--- src/rtl/display_pkg.sv ---
// Shared 7-segment constants for the display scanner.
// All segment/anode signals are active-low: 0 lights, 1 turns off.
package display_pkg;
  localparam logic       SEG_ACESO     = 1'b0;
  localparam logic       SEG_DESLIGADO = 1'b1;
  localparam logic [7:0] SEG_APAGADO   = 8'hFF;
  localparam logic [6:0] SEG_BRANCO    = 7'h7F;

  // {g,f,e,d,c,b,a}
  localparam logic [6:0] SEG_0 = 7'h40;
  localparam logic [6:0] SEG_1 = 7'h79;
  localparam logic [6:0] SEG_2 = 7'h24;
  localparam logic [6:0] SEG_3 = 7'h30;
  localparam logic [6:0] SEG_4 = 7'h19;
  localparam logic [6:0] SEG_5 = 7'h12;
  localparam logic [6:0] SEG_6 = 7'h02;
  localparam logic [6:0] SEG_7 = 7'h78;
  localparam logic [6:0] SEG_8 = 7'h00;
  localparam logic [6:0] SEG_9 = 7'h10;
  localparam logic [6:0] SEG_A = 7'h08;
  localparam logic [6:0] SEG_B = 7'h03;
  localparam logic [6:0] SEG_C = 7'h46;
  localparam logic [6:0] SEG_D = 7'h21;
  localparam logic [6:0] SEG_E = 7'h06;
  localparam logic [6:0] SEG_F = 7'h0E;
endpackage

--- src/rtl/decod_hex7seg.sv ---
// Combinational hex nibble to active-low 7-segment decoder.
module decod_hex7seg
  import display_pkg::*;
(
  input  logic [3:0] nibble,
  output logic [6:0] segs
);
  always_comb begin
    segs = SEG_BRANCO;
    case (nibble)
      4'h0: segs = SEG_0;
      4'h1: segs = SEG_1;
      4'h2: segs = SEG_2;
      4'h3: segs = SEG_3;
      4'h4: segs = SEG_4;
      4'h5: segs = SEG_5;
      4'h6: segs = SEG_6;
      4'h7: segs = SEG_7;
      4'h8: segs = SEG_8;
      4'h9: segs = SEG_9;
      4'hA: segs = SEG_A;
      4'hB: segs = SEG_B;
      4'hC: segs = SEG_C;
      4'hD: segs = SEG_D;
      4'hE: segs = SEG_E;
      4'hF: segs = SEG_F;
      default: segs = SEG_BRANCO;
    endcase
  end
endmodule

--- src/rtl/varredura_display.sv ---
// Multiplexed N-digit 7-segment scanner with ghost blanking, dp and blink.
// Leading-zero suppression is built only with VARREDURA_SUPRIME_ZEROS_EN.
module varredura_display
  import display_pkg::*;
#(
  parameter int N_DIGITOS     = 4,
  parameter int DIV_VARREDURA = 1000
) (
  input  logic                         clock,
  input  logic                         reset,
  input  logic                         habilitar,
  input  logic                         umSegundo,
  input  logic [4*N_DIGITOS-1:0]       valores,
  input  logic [N_DIGITOS-1:0]         pontos,
  input  logic [N_DIGITOS-1:0]         piscar,
  output logic [7:0]                   displaySegments,
  output logic [N_DIGITOS-1:0]         anodos,
  output logic [$clog2(N_DIGITOS)-1:0] digitoAtual
);
  localparam int DW = $clog2(N_DIGITOS);
  localparam int PW = $clog2(DIV_VARREDURA);

  logic [PW-1:0]        presc_q, presc_d;
  logic [DW-1:0]        dig_q, dig_d;
  logic                 arm_q, arm_d;
  logic [3:0]           nib_q, nib_d;
  logic                 pt_q, pt_d, pisc_q, pisc_d;
  logic [N_DIGITOS-1:0] an_q, an_d;
  logic [7:0]           seg_q, seg_d;
  logic [6:0]           dec;
  logic                 adv, load;

  decod_hex7seg u_dec (.nibble(nib_q), .segs(dec));

`ifdef VARREDURA_SUPRIME_ZEROS_EN
  logic supr_q, supr_d, todos_zero;

  // Digit i is a leading zero when nibbles i..N-1 are all zero.
  always_comb begin
    supr_d     = supr_q;
    todos_zero = 1'b1;
    if (load) begin
      supr_d = 1'b0;
      for (int k = N_DIGITOS - 1; k >= 1; k--) begin
        if (valores[4*k +: 4] != 4'h0) todos_zero = 1'b0;
        if (dig_d == DW'(k)) supr_d = todos_zero;
      end
    end
  end

  always_ff @(posedge clock or posedge reset) begin
    if (reset) supr_q <= 1'b0;
    else       supr_q <= supr_d;
  end
`else
  logic supr_q;
  assign supr_q = 1'b0;
`endif

  always_comb begin
    presc_d = presc_q;
    dig_d   = dig_q;
    arm_d   = arm_q;
    nib_d   = nib_q;
    pt_d    = pt_q;
    pisc_d  = pisc_q;
    an_d    = '1;
    seg_d   = SEG_APAGADO;
    adv     = habilitar && !arm_q && (presc_q == PW'(DIV_VARREDURA - 1));
    // First enabled edge after reset opens digit 0's slot like an advance.
    load    = adv || (habilitar && arm_q);
    if (habilitar) begin
      arm_d   = 1'b0;
      presc_d = load ? '0 : presc_q + 1'b1;
      if (adv) dig_d = (dig_q == DW'(N_DIGITOS - 1)) ? '0 : dig_q + 1'b1;
      if (load) begin
        nib_d  = valores[4*dig_d +: 4];
        pt_d   = pontos[dig_d];
        pisc_d = piscar[dig_d];
      end else begin
        an_d  = ~(N_DIGITOS'(1) << dig_q);
        seg_d = {~pt_q, supr_q ? SEG_BRANCO : dec};
      end
    end
  end

  always_ff @(posedge clock or posedge reset) begin
    if (reset) begin
      presc_q <= '0;
      dig_q   <= '0;
      arm_q   <= 1'b1;
      nib_q   <= '0;
      pt_q    <= 1'b0;
      pisc_q  <= 1'b0;
      an_q    <= '1;
      seg_q   <= SEG_APAGADO;
    end else begin
      presc_q <= presc_d;
      dig_q   <= dig_d;
      arm_q   <= arm_d;
      nib_q   <= nib_d;
      pt_q    <= pt_d;
      pisc_q  <= pisc_d;
      an_q    <= an_d;
      seg_q   <= seg_d;
    end
  end

  // Blink phase is a live level, so it gates the registered segments directly.
  assign displaySegments = (pisc_q && !umSegundo) ? SEG_APAGADO : seg_q;
  assign anodos          = an_q;
  assign digitoAtual     = dig_q;
endmodule

--- config.mk ---
export PLATFORM = sky130hd
export DESIGN_NAME = varredura_display
export DESIGN_NICKNAME = d
export VERILOG_FILES = /design/src/rtl/display_pkg.sv /design/src/rtl/decod_hex7seg.sv /design/src/rtl/varredura_display.sv
export SDC_FILE = /design/constraint.sdc
export NUM_CORES = 1
export LEC_CHECK = 0
export ABC_AREA = 1
export CELL_PAD_IN_SITES_DETAIL_PLACEMENT = 0
export CELL_PAD_IN_SITES_GLOBAL_PLACEMENT = 1
export CORE_ASPECT_RATIO = 2
export CORE_MARGIN = 4
export CORE_UTILIZATION = 40
export DETAILED_ROUTE_END_ITERATION = 8
export GPL_TIMING_DRIVEN = 0
export PLACE_DENSITY = 0.93
export SYNTH_ARGS = -nofsm -noshare
export SYNTH_HDL_FRONTEND = slang
export SYNTH_SLANG_ARGS = --single-unit
--- constraint.sdc ---
create_clock -name clock -period 4.9 [get_ports clock]
set_clock_uncertainty 0.1 [all_clocks]
set_input_delay 0.49 -clock clock [delete_from_list [all_inputs] [get_ports clock]]
set_output_delay 0.49 -clock clock [all_outputs]
set_load 0.1 [all_outputs]
After elaboration in Yosys (flattened, before gate mapping). Memories as Yosys holds them, arrays and structs flattened. Index checks and enable logic that the tools add are counted.

Reductions and logical operators: 8. Add/sub/neg operators: 2. Mux-type cells: 13. Order comparisons: 1. Bitwise logic cells: 2. Eq/ne operators: 2. Shifts and indexed selects: 2.

Operators with widths (number): 8-bit 2-to-1 mux (3); 16-bit by 5-bit variable part select with 4-bit output (1); 10-bit by 1-bit adder with 10-bit output (second input constant) (1); 10-bit == test (second input constant) (1); 10-bit 2-to-1 mux (1); 4-bit 2-to-1 mux (2); 2-bit 2-to-1 mux (3); 1-bit binary-select mux with 2-bit select (2); 1-bit logical AND (4); 4-bit NOT (1); 1-bit by 2-bit << shifter with 4-bit output (first input constant) (1); 2-bit by 3-bit < comparator with 1-bit output (second input constant) (1); 2-bit by 1-bit adder with 2-bit output (second input constant) (1); 2-bit == test (second input constant) (1); 1-bit logical NOT (2); 1-bit 2-to-1 mux (2); 2-bit AND reduction (1); 1-bit logical OR (1); 1-bit NOT (1).

Memories: 1. Register bits after elaboration: 31. ROM bits: 112. Output and inout bits: 14. Input port bits: 28. Word-level logic and storage cells: 39.

Memory list: (name not given) (depth 16, width 7, rd ports 1, clocked after memory_dff 0, write ports 0, line decod_hex7seg.sv:10) `case (nibble)`.

Logic depth before layout (Yosys ltp).
Word-level depth: 7. Depth in mapped cells: 12. Depth with buffers taken out: 11.

Cells and area by module. Synthesis repeated with hierarchy kept, for this count alone.

Cell total of the unflattened synthesis: 280. Area total of the unflattened synthesis: 2018.2 sq um.

Modules (own cells, without submodules): varredura_display (area each 1744.2 sq um, instances 1, seq. area each 792.0 sq um, cells each 231); decod_hex7seg (area each 274.0 sq um, instances 1, seq. area each 0.0 sq um, cells each 49).

Worst setup path before layout. Ideal clock, no wire load.

Kind: flip-flop to flip-flop. From: register dig_q[0] (netlist: digitoAtual[0]). To: register nib_q[3]. Arrival: 2061 ps. Path slack: 2674 ps. Setup time: 65 ps. Stages on the path, launching flop included: 9. Data required time: 4735 ps. Buffers on the path: 0. Clock period less this slack: 2226 ps. Path through: dfrtp_1 > inv_1 > ha_1 > inv_1 > o21ai_2 > nand3_1 > nand2_1 > nand2_1 > nand2_1.

Cells in the longest elaborated chain, start to end: 5. Elaborated cells between the ends (all ways): 6. Classes of those cells: 1 x add/sub; 1 x eq/ne; 1 x shift; 3 x mux.

Ends and longest elaborated chain: start: declaration (line varredura_display.sv:24) `logic [DW-1:0] dig_q, dig_d;`; start signal: assignment (line varredura_display.sv:99) `dig_q <= dig_d;`; 2-bit by 1-bit adder with 2-bit output or 2-bit == test (tied branches) (line varredura_display.sv:75) `if (adv) dig_d = (dig_q == DW'(N_DIGITOS - 1)) ? '0 : dig_q + 1'b1;`; 2-bit 2-to-1 mux (line varredura_display.sv:75); 2-bit 2-to-1 mux (*) (line varredura_display.sv:75); 2-bit 2-to-1 mux (*) (line varredura_display.sv:72) `if (habilitar) begin`; 16-bit by 5-bit variable part select with 4-bit output (*) (line varredura_display.sv:77) `nib_d = valores[4*dig_d +: 4];`; end signal: assignment (line varredura_display.sv:101) `nib_q <= nib_d;`; end: declaration (line varredura_display.sv:26) `logic [3:0] nib_q, nib_d;`.

Mark *: on every way between the ends. The rest lies on a longest branch, timed or not. The select of a mux whose other input is x is not followed. A chain may end at the register's enable or synchronous reset.

Worst setup path after layout.
From: input port umSegundo. To: output port displaySegments[5].

Cells in the longest elaborated chain, start to end: 3.

Ends and longest elaborated chain: start: declaration (line varredura_display.sv:12) `input logic umSegundo,`; 1-bit logical NOT (line varredura_display.sv:110) `assign displaySegments = (pisc_q && !umSegundo) ? SEG_APAGADO : seg_q;`; 1-bit logical AND (line varredura_display.sv:110); 8-bit 2-to-1 mux (line varredura_display.sv:110); end: declaration (line varredura_display.sv:16) `output logic [7:0] displaySegments,`.

Every way passes these cells.

==> reports/results.ini <==
[power]
leakage_nw=1.30
power_per_cell_area_mw_per_mm2=317
irDropWorstVdd_v=0.000210

[grt]
grt_max_degree=32
grtUsageTotal_pct=14.3
grt-ovfl-total=0
grt_pass1_wl_mm=6.99
antenna_found_initial=0
grt_pass1_vias=1636

[cts]
cts_resized=0
cts_buffers=5
hold_buffers=0
tritoncts=done
path_clk_slew_ps=60
cts_max_path_buffers=2
insertion_delay_ps=280
clock-root-buffer=clkbuf_8
cts.sinks=31
htree_num_levels=2
cts_setup_buffers=0

[worst_setup_path]
critPathMaxStageDelay_ps=1130
path_class=in -> out
arrival_ps=2350
cp_max_fo=8
r2r_end=seg_q[0]
crit_chain=clkdlybuf4s50_1, inv_1, nand2_1, nand2_1, clkdlybuf4s50_1
r2r_start=presc_q[0]
slowest_stage=clkdlybuf4s50_1
critPathCaptureType=output port
worst-path-buf-inv=3
critPathLaunchType=primary input
cpLargestDelayFamily=buffers and inverters
r2r_slack_ps=2970
worstPathRequired_ps=4310
reg2reg_depth=8

[layout]
n_antenna_cell=0
mostFrequentLayoutCells=64 x nand2_1, 50 x inv_1, 41 x clkdlybuf4s50_1
final_nets=349
drive_above_1_share_pct=17.4
final_common_cell=nand2_1
synthToLayoutAreaGrowth_pct=29.6
fin_area_sq_mm=0.00263

[die]
ios=42
initial_core_util_pct=41.3
fp.dieArea_sq_mm=0.00634
core_sq_mm=0.00491
die_x_um=58.3
die_h_um=109
fp-row-count=36

[placed_design]
io_buffer_count=41
place_area_sq_mm=0.00251
gp_congestion=0.836
hpwl_mm=3.19

[yosys]
synth_edf_count=0
ys.flop_type=dfrtp_1
yosys_warnings=0
synthArstFlopShare_pct=100
postSynthAreaPerCell_sq_um=7.74
syn-instance-count=262
seq_area_frac_synth_pct=39.1
synthDistinctLibCells=34
synth_nets=301
synth_seq_cells=31
synth_area_sq_mm=0.00203

[timing]
finalCritPeriodShare_pct=60.1
worstMarginPinSlew_ps=1150
max-slew-margin-rel_pct=23.5
fin_crit_ps=2940
hold_ws_ps=297
drv_slew=0
fmax_ghz=0.340
hold_viol_final=0
finalSetupTns_ps=0
finalSetupViolCount=0
rsz0062_at_grt=no

[drt]
firstDrtPassIters=5
drc_errors=0
vias=1724
wl_per_cell_um=10.9
drt-total-wl_mm=4.01
ant_nets=0
vias_per_cell=4.68
first_iter_violations=33

[job]
maxCapViolCount=0

[worst_hold_path]
hold_class=reg -> reg
whs_endpoint=seg_q[7]
worstHoldStart=pt_q
min_path_cells=1

[outcome]
run_status=completed

worst max path at each step:
stage / from / to / slack, ps / cells past startpoint
after floorplan: digitoAtual[0] / nib_q[3] / 2670 / 8
after global placement: umSegundo / displaySegments[5] / 1950 / 5
after detailed placement: umSegundo / displaySegments[5] / 1950 / 5
after CTS: umSegundo / displaySegments[5] / 1940 / 5
after global routing: umSegundo / displaySegments[4] / 1880 / 5
final: umSegundo / displaySegments[5] / 1960 / 5
cell usage after synthesis, types with 3 or more instances:
cell type / n / area share [%]
dfrtp_1: 18 / 22
nand2_4: 3 / 1.7
dfstp_2: 13 / 17
nand2_1: 64 / 12
inv_1: 50 / 9.3
nand3_1: 29 / 7.2
o21ai_0: 8 / 2.0
xor2_1: 3 / 1.3
a21oi_1: 5 / 1.2
nand2_2: 12 / 3.7
nor3_1: 3 / 0.74
nor2_1: 16 / 3.0
ha_1: 11 / 6.8
flip-flops by register name (all words and copies together) (netlist names):
name,flops
anodos,4
nib_q,4
pt_q,1
presc_q,10
pisc_q,1
digitoAtual,2
seg_q,8
arm_q,1
power breakdown:
group | internal [mW] | switching (mW) | leakage, nW
logic | 0.0861 | 0.148 | 0.873
clock network | 0.164 | 0.0941 | 0.0612
registers | 0.300 | 0.0397 | 0.366
total | 0.550 | 0.282 | 1.30
through the flow:
stage / total power [mW] / util (%) / setup WS, ps / cells
3_5_place_dp: 0.577 / 51.1 / 1950 / 360
2_1_floorplan: 0.511 / - / 2670 / 262
3_3_place_gp: 0.572 / 51.1 / 1950 / 360
5_1_grt: 0.876 / 53.5 / 1880 / 368
6_report: 0.832 / 53.5 / 1960 / 368
4_1_cts: 0.837 / 53.5 / 1940 / 368
cells by family after synthesis:
kind of cell / after synthesis / synth area share [%]
AO/OA/AOI/OAI: 23 / 7.53
XOR/XNOR: 3 / 1.30
adder cells (fa/ha/maj): 11 / 6.79
buffers and inverters: 59 / 13.2
flip-flops: 31 / 39.1
AND/OR/NAND/NOR: 135 / 32.1
metal layers:
metal	routed length (um)	global-route usage, %
met4	98	7.79
met1	1440	14.1
met3	190	2.25
met5	0	0
met2	2280	27.0
layout make-up:
type	instances	area, sq um
fill	478	2280
multi-input combinational	172	967
sequential	31	792
timing repair buffer	41	410
inverter	53	199
clock buffer	6	82.6
tap	57	71.3
buffer	6	68.8
clock inverter	2	35.0
Power figures use the tool's default switching activity.
